## config.mk

```make
export PLATFORM = sky130hd
export DESIGN_NAME = mrd_tag_pool_flat
export DESIGN_NICKNAME = d
export VERILOG_FILES = /design/src/rtl/mrd_tag_pool_if.sv /design/src/rtl/mrd_tag_pool.sv /design/src/flat_wrapper.sv
export SDC_FILE = /design/constraint.sdc
export NUM_CORES = 1
export LEC_CHECK = 0
export CORE_MARGIN = 3
export CORE_UTILIZATION = 55
export CTS_CLUSTER_SIZE = 24
export DETAILED_ROUTE_END_ITERATION = 8
export PLACE_DENSITY = 0.81
export SYNTH_ARGS = -nofsm -noshare
export SYNTH_HDL_FRONTEND = slang
export SYNTH_SLANG_ARGS = --single-unit
```

## constraint.sdc

```tcl
create_clock -name s_axi_clk -period 4.1 [get_ports s_axi_clk]
set_clock_uncertainty 0.1 [all_clocks]
set_input_delay 0.82 -clock s_axi_clk [delete_from_list [all_inputs] [get_ports s_axi_clk]]
set_output_delay 0.82 -clock s_axi_clk [all_outputs]
set_load 0.05 [all_outputs]
```

## src/rtl/mrd_tag_pool_if.sv

```systemverilog
// Channel-facing signals of the shared MRd tag pool: request/grant, tag release and owner query.
interface mrd_tag_pool_if #(
  parameter int NUM_CHANS = 4,
  parameter int CHAN_W    = (NUM_CHANS > 1) ? $clog2(NUM_CHANS) : 1
);
  logic [NUM_CHANS-1:0] alloc_tag_req;
  logic [NUM_CHANS-1:0] allocated_tag_rdy;
  logic [7:0]           allocated_tag;
  logic                 tag_release_valid;
  logic [7:0]           tag_release_tag;
  logic [7:0]           owner_query_tag;
  logic [CHAN_W-1:0]    owner_chan;
  logic                 owner_valid;

  modport master (
    output alloc_tag_req, tag_release_valid, tag_release_tag, owner_query_tag,
    input  allocated_tag_rdy, allocated_tag, owner_chan, owner_valid
  );

  modport slave (
    input  alloc_tag_req, tag_release_valid, tag_release_tag, owner_query_tag,
    output allocated_tag_rdy, allocated_tag, owner_chan, owner_valid
  );
endinterface

```

## src/rtl/mrd_tag_pool.sv

```systemverilog
// Shared non-posted tag allocator: free-list FIFO, round-robin grant, in-use bitmap and
// owner table so completions can be steered back to the requesting channel.
module mrd_tag_pool #(
  parameter int NUM_CHANS = 4,
  parameter int NUM_TAGS  = 32,
  parameter int CHAN_W    = (NUM_CHANS > 1) ? $clog2(NUM_CHANS) : 1
) (
  input  logic              s_axi_clk,
  input  logic              s_axi_rstn,
  mrd_tag_pool_if.slave     tp,
  output logic [8:0]        free_count,
  output logic              init_done,
  output logic              release_err
);
  localparam int TAG_W = $clog2(NUM_TAGS);
  localparam int unsigned NC = NUM_CHANS;

  typedef enum logic {INIT, RUN} state_t;
  state_t state, state_nxt;

  logic [TAG_W-1:0]     fifo [NUM_TAGS];
  logic [CHAN_W-1:0]    owner [NUM_TAGS];
  logic [TAG_W-1:0]     rd_ptr, wr_ptr;
  logic [8:0]           count;
  logic [NUM_TAGS-1:0]  in_use;
  logic [CHAN_W-1:0]    rr_ptr;
  logic [NUM_CHANS-1:0] rdy;
  logic [7:0]           tag_q;
  logic [CHAN_W-1:0]    owner_chan_q;
  logic                 owner_valid_q;

  logic [NUM_CHANS-1:0] eligible;
  logic [NUM_CHANS-1:0] gnt;
  logic                 win_found;
  logic [CHAN_W-1:0]    win_idx;
  int unsigned          idx;
  logic [TAG_W-1:0]     head, rel_tag, qry_tag;
  logic                 rel_in_range, qry_in_range, rel_ok, rel_bad, push, pop;

  always_ff @(posedge s_axi_clk) begin
    if (!s_axi_rstn) state <= INIT;
    else             state <= state_nxt;
  end

  always_comb begin
    state_nxt = state;
    case (state)
      INIT:    if (wr_ptr == TAG_W'(NUM_TAGS - 1)) state_nxt = RUN;
      RUN:     state_nxt = RUN;
      default: state_nxt = INIT;
    endcase
  end

  // The previous grantee is still holding req while its rdy pulse is out; mask it.
  assign eligible = tp.alloc_tag_req & ~rdy;

  always_comb begin
    win_found = 1'b0;
    win_idx   = '0;
    idx       = 0;
    gnt       = '0;
    for (int unsigned i = 1; i <= NC; i++) begin
      idx = 32'(rr_ptr) + i;
      if (idx >= NC) idx = idx - NC;
      if (!win_found && eligible[idx[CHAN_W-1:0]]) begin
        win_found = 1'b1;
        win_idx   = CHAN_W'(idx);
      end
    end
    gnt[win_idx] = win_found;
  end

  assign head         = fifo[rd_ptr];
  assign rel_tag      = tp.tag_release_tag[TAG_W-1:0];
  assign qry_tag      = tp.owner_query_tag[TAG_W-1:0];
  assign rel_in_range = {1'b0, tp.tag_release_tag} < 9'(NUM_TAGS);
  assign qry_in_range = {1'b0, tp.owner_query_tag} < 9'(NUM_TAGS);
  assign rel_ok       = (state == RUN) && tp.tag_release_valid && rel_in_range && in_use[rel_tag];
  assign rel_bad      = (state == RUN) && tp.tag_release_valid && !(rel_in_range && in_use[rel_tag]);
  assign push         = (state == INIT) || rel_ok;
  // Pop decision uses the registered count, so a tag released this cycle waits one cycle.
  assign pop          = (state == RUN) && (count != '0) && win_found;

  always_ff @(posedge s_axi_clk) begin
    if (!s_axi_rstn) begin
      rd_ptr        <= '0;
      wr_ptr        <= '0;
      count         <= '0;
      in_use        <= '0;
      rr_ptr        <= CHAN_W'(NUM_CHANS - 1);
      rdy           <= '0;
      tag_q         <= '0;
      owner_chan_q  <= '0;
      owner_valid_q <= 1'b0;
      release_err   <= 1'b0;
    end else begin
      rdy <= '0;
      if (state == INIT) begin
        fifo[wr_ptr] <= wr_ptr;
        wr_ptr       <= wr_ptr + 1'b1;
      end else if (rel_ok) begin
        fifo[wr_ptr]    <= rel_tag;
        wr_ptr          <= wr_ptr + 1'b1;
        in_use[rel_tag] <= 1'b0;
      end
      if (pop) begin
        rdy          <= gnt;
        tag_q        <= 8'(head);
        rd_ptr       <= rd_ptr + 1'b1;
        in_use[head] <= 1'b1;
        owner[head]  <= win_idx;
        rr_ptr       <= win_idx;
      end
      if (rel_bad) release_err <= 1'b1;
      count         <= count + {8'd0, push} - {8'd0, pop};
      owner_chan_q  <= owner[qry_tag];
      owner_valid_q <= qry_in_range && in_use[qry_tag];
    end
  end

  assign tp.allocated_tag_rdy = rdy;
  assign tp.allocated_tag     = tag_q;
  assign tp.owner_chan        = owner_chan_q;
  assign tp.owner_valid       = owner_valid_q;
  assign free_count           = count;
  assign init_done            = (state == RUN);
endmodule

```

## src/flat_wrapper.sv

```systemverilog
// flat-port wrapper written by rule: the top's interface ports become plain ports
module mrd_tag_pool_flat 
#(
  parameter int NUM_CHANS = 4,
  parameter int NUM_TAGS  = 32,
  parameter int CHAN_W    = (NUM_CHANS > 1) ? $clog2(NUM_CHANS) : 1
)
  (s_axi_clk, s_axi_rstn, free_count, init_done, release_err, tp_alloc_tag_req, tp_tag_release_valid, tp_tag_release_tag, tp_owner_query_tag, tp_allocated_tag_rdy, tp_allocated_tag, tp_owner_chan, tp_owner_valid);
  mrd_tag_pool_if #(.NUM_CHANS(NUM_CHANS), .CHAN_W(CHAN_W)) tp_i ();
  input  logic s_axi_clk;
  input  logic s_axi_rstn;
  output logic [8:0] free_count;
  output logic init_done;
  output logic release_err;
  input wire logic [$bits(tp_i.alloc_tag_req)-1:0] tp_alloc_tag_req;
  input wire logic [$bits(tp_i.tag_release_valid)-1:0] tp_tag_release_valid;
  input wire logic [$bits(tp_i.tag_release_tag)-1:0] tp_tag_release_tag;
  input wire logic [$bits(tp_i.owner_query_tag)-1:0] tp_owner_query_tag;
  output wire logic [$bits(tp_i.allocated_tag_rdy)-1:0] tp_allocated_tag_rdy;
  output wire logic [$bits(tp_i.allocated_tag)-1:0] tp_allocated_tag;
  output wire logic [$bits(tp_i.owner_chan)-1:0] tp_owner_chan;
  output wire logic [$bits(tp_i.owner_valid)-1:0] tp_owner_valid;
  assign tp_i.alloc_tag_req = tp_alloc_tag_req;
  assign tp_i.tag_release_valid = tp_tag_release_valid;
  assign tp_i.tag_release_tag = tp_tag_release_tag;
  assign tp_i.owner_query_tag = tp_owner_query_tag;
  assign tp_allocated_tag_rdy = tp_i.allocated_tag_rdy;
  assign tp_allocated_tag = tp_i.allocated_tag;
  assign tp_owner_chan = tp_i.owner_chan;
  assign tp_owner_valid = tp_i.owner_valid;
  mrd_tag_pool #(.NUM_CHANS(NUM_CHANS), .NUM_TAGS(NUM_TAGS), .CHAN_W(CHAN_W)) u_core (.s_axi_clk(s_axi_clk), .s_axi_rstn(s_axi_rstn), .tp(tp_i), .free_count(free_count), .init_done(init_done), .release_err(release_err));
endmodule
```

==> results of run 1 <==
metrics by stage:
stage	setup TNS, ns	util, %	hold slack (ns)	area [µm²]
finish	0	64.1	0.406	14600
global placement	-0.604	60.0	0.383	13600
floorplan	0	-	0.357	12800
detailed placement	-0.919	60.0	0.386	13600
global route	0	64.1	0.430	14600
CTS	0	64.1	0.405	14600
worst max path at each step:
stage / to / slack (ns) / cells past startpoint
finish: u_core.free_count[7] / 0.25 / 15
global route: u_core.free_count[7] / 0.08 / 15
CTS: u_core.free_count[8] / 0.17 / 16
detailed placement: u_core.free_count[8] / -0.36 / 16
global placement: u_core.free_count[8] / -0.27 / 16
floorplan: u_core.free_count[8] / 0.04 / 17
power by group through the flow:
stage | clock [W] | combinational, W | sequential (W)
finish | 0.00259 | 0.000732 | 0.00330
global route | 0.00273 | 0.000799 | 0.00331
CTS | 0.00262 | 0.000718 | 0.00330
detailed placement | 0 | 0.000715 | 0.00337
global placement | 0 | 0.000700 | 0.00337
floorplan | 0 | 0.000406 | 0.00346
registers in the layout, summed over array words and instances, names as in the netlist, named ones only:
signal                       cells
u_core.fifo                    160
u_core.owner                    64
u_core.in_use                   32
u_core.free_count                9
u_core.rd_ptr                    5
u_core.tp.allocated_tag          5
u_core.wr_ptr                    5
u_core.tp.allocated_tag_rdy      4
u_core.rr_ptr                    2
u_core.tp.owner_chan             2
u_core.init_done                 1
u_core.release_err               1
u_core.tp.owner_valid            1
routing by layer:
layer / up-vias / GRT usage, % / share of wire (%)
li1: 3418 / - / -
met2: 317 / 37.1 / 50
met4: 0 / 8.89 / 3.7
met5: - / 0 / 0
met1: 3795 / 30.3 / 40
met3: 75 / 3.67 / 6.3
critical path: cells and delay by family:
kind | cells | cell delay, ns
AND/OR/NAND/NOR | 3 | 0.31
multiplexers | 1 | 0.51
AO/OA/AOI/OAI | 6 | 1.36
buffers and inverters | 3 | 0.83
XOR/XNOR | 1 | 0.17
adder cells (fa/ha/maj) | 1 | 0.20
area by class of cell:
cell class / count / area [µm²]
clock buffers: 42 / 831
clock inverters: 12 / 104
fillers: 1560 / 8140
inverters: 24 / 90.1
multi-input cells: 487 / 4260
flip-flops and latches: 296 / 8170
well taps: 285 / 357
repair buffers: 86 / 761
kinds of logic after synthesis:
| group | Yosys count | share of synthesized area [%] |
|---|---|---|
| DFF | 296 | 63.9 |
| and+or+nand+nor | 244 | 9.64 |
| muxes | 115 | 15.2 |
| AOI/OAI and AO/OA | 94 | 5.54 |
| buffers and inverters | 76 | 2.95 |
| adders and majority gates | 19 | 1.92 |
| xor gates and xnor gates | 12 | 0.823 |
| other | 1 | 0.0293 |
placed cells by master, fill, tap and decap left out, types with 4 or more instances in the layout:
cell	netlist	layout
o211a_1	4	4
nor2_1	77	77
mux4_2	52	52
clkinv_2	0	9
and3_1	10	10
o211ai_1	7	7
dfxtp_1	72	71
ha_1	18	18
nor3_1	6	6
nand3b_1	7	7
a21oi_1	10	10
nand4_1	8	8
mux2_2	6	6
a31o_2	22	22
clkdlybuf4s50_1	0	43
or3_1	5	5
buf_4	4	40
nand2_1	52	52
edfxtp_1	224	224
clkbuf_4	0	4
nand2b_1	9	9
o21ai_0	12	11
xnor2_1	9	9
mux4_1	8	8
a22oi_1	21	21
clkbuf_1	26	6
nor3b_1	6	6
and2_1	13	13
clkbuf_16	0	30
mux2i_1	49	49
nor2b_1	13	13
inv_1	24	24
nand3_1	21	21
timing repair:
| action | CTS | global route |
|---|---|---|
| setup endpoints to repair | 0 | 1 |
| hold buffers | 0 | 0 |
| resized for setup | 0 | 2 |
==> out/results.tsv, run 1 <==
stage	metric	value	unit
layout	final non-filler cell total	1232	
logic_synthesis	synth unique cells	57	
die	chip width	158	µm
setup_path	crit-path max FO	9	
die	Starting Density	56.3	%
power_and_ir_drop	sw frac	23.7	%
sta	Achievable Freq	260	MHz
setup_path	Critical Setup Path Class	input pin to flop	
logic_synthesis	register area share after synthesis	63.9	%
setup_path	CP cell instances	clkdlybuf4s50_1, buf_12, mux4_2, a22oi_1, nand4_1, a31o_2, ha_1, buf_4, a21o_1, a21oi_1, nor2_1, o21a_1, o41ai_1, xnor2_1, nor2b_1	
worst_hold_path	hold path depth	1	
power_and_ir_drop	leakage power	4.86	nW
grt	largest net degree at the start of global routing	33	
sta	Period minus WS final	3.85	ns
routing	drt drc	0	
logic_synthesis	commonest cells in the netlist	224 x edfxtp_1, 77 x nor2_1, 72 x dfxtp_1	
sta	Slew Limit Fails	0	
routing	First-pass DRT Iterations	5	
sta	headroom to the max-slew limit	42.0	%
power_and_ir_drop	power share of the combinational group	11.0	%
power_and_ir_drop	clock power share	39.1	%
logic_synthesis	Mapped Area	12800	µm²
logic_synthesis	most area-hungry cell type in the Yosys netlist	edfxtp_1	
logic_synthesis	Post-Syn Instances	857	
routing	mean routed wirelength per cell	22.7	µm
placed_design	Detail Placement HPWL	18600	µm
sta	Slew @ Worst Pin	0.867	ns
layout	area growth from synthesis to layout	14.0	%
die	Cell Rows	55	
placed_design	pre-CTS worst setup slack	-0.358	ns
sta	worst setup margin	0.252	ns
cts	clk root buf	clkbuf_16	
grt	GR Overflow Total	0	
placed_design	Placed Instances	1178	
logic_synthesis	Post-synth EDFFs	224	
setup_path	CP required	4.45	ns
logic_synthesis	Yosys reg bits	296	
die	Std-Cell Core Area	22700	µm²
layout	Layout Nets	966	
grt	initial antenna violation count	0	
cts	Worst-Skew Late Latency	0.56	ns
grt	number of global-route vias before repair	7510	
power_and_ir_drop	Pint	0.00505	W
sta	Final Setup Violations	0	
outcome	status	completed	
power_and_ir_drop	Pwr Total	0.00663	W
grt	All-Layer GR Usage	22.5	%
routing	via count of the routed design	7605	
routing	DRT iter0 DRCs	752	
worst_hold_path	hold endpoint	u_core.tp.allocated_tag[3]	
routing	Detail Route Antenna Nets	0	
logic_synthesis	Avg Inst Size Synth	14.9	µm²
cts	post-CTS setup buffers	0	
grt	global-route wire length before repair	43300	µm
placed_design	global placement routability congestion	0.888	
worst_hold_path	Worst Hold Class	flop to flop	
sta	setup repair after global routing missed its margin	false	
power_and_ir_drop	peak supply drop	0.470	mV
power_and_ir_drop	Power Density	455	nW/µm²
setup_path	CP startpoint	tp_tag_release_tag[0]	
logic_synthesis	Synth Flop Type	edfxtp_1	
cts	Num CTS Buffers	29	
setup_path	CP max stage cell	clkdlybuf4s50_1	
logic_synthesis	top cells by area, synth	edfxtp_1 53%, dfxtp_1 11%, mux4_2 9.2%	
setup_path	R2R setup slack	0.31	ns
setup_path	WP data arrival	4.20	ns
setup_path	Worst path max stage delay	0.54	ns
logic_synthesis	most frequent cell after synthesis	edfxtp_1	
setup_path	Startpoint Class	input pin	
cts	htree depth	1	
cts	clk sink count	296	
die	Top-Level Pins	49	
setup_path	reg2reg end	u_core.owner[26][1]	
sta	final period utilization	93.9	%
cts	clk slew on worst S/H paths	0.06	ns
routing	routed wire length	28000	µm
flow_run	Max-Cap Viols	0	
die	die area	25100	µm²
routing	post-DR vias/cell	6.17	
die	die height	158	µm
power_and_ir_drop	Reg power frac	49.8	%
placed_design	IO buf count	45	
layout	n_diodes	0	
setup_path	CP Capture Type	flop	
sta	endpoints failing hold	0	
layout	layout cells sized above 1	19.2	%
logic_synthesis	warnings from Yosys	0	
worst_hold_path	hold path start	u_core.tp.allocated_tag[3]	
setup_path	worst reg2reg path depth	7	
power_and_ir_drop	P_sw	0.00157	W
logic_synthesis	asr flop ratio synth	0	%
logic_synthesis	Yosys top cell area share	52.6	%
cts	CTS tree	yes	
cts	clk buf depth	3	
(Power assumes the default switching activity.)
==> run 2, diff against run 1 <==
SLEW_MARGIN = 40   (was unset)
==> results of run 2 <==
The final DEF is identical to that of run 1; final timing and power are the same.
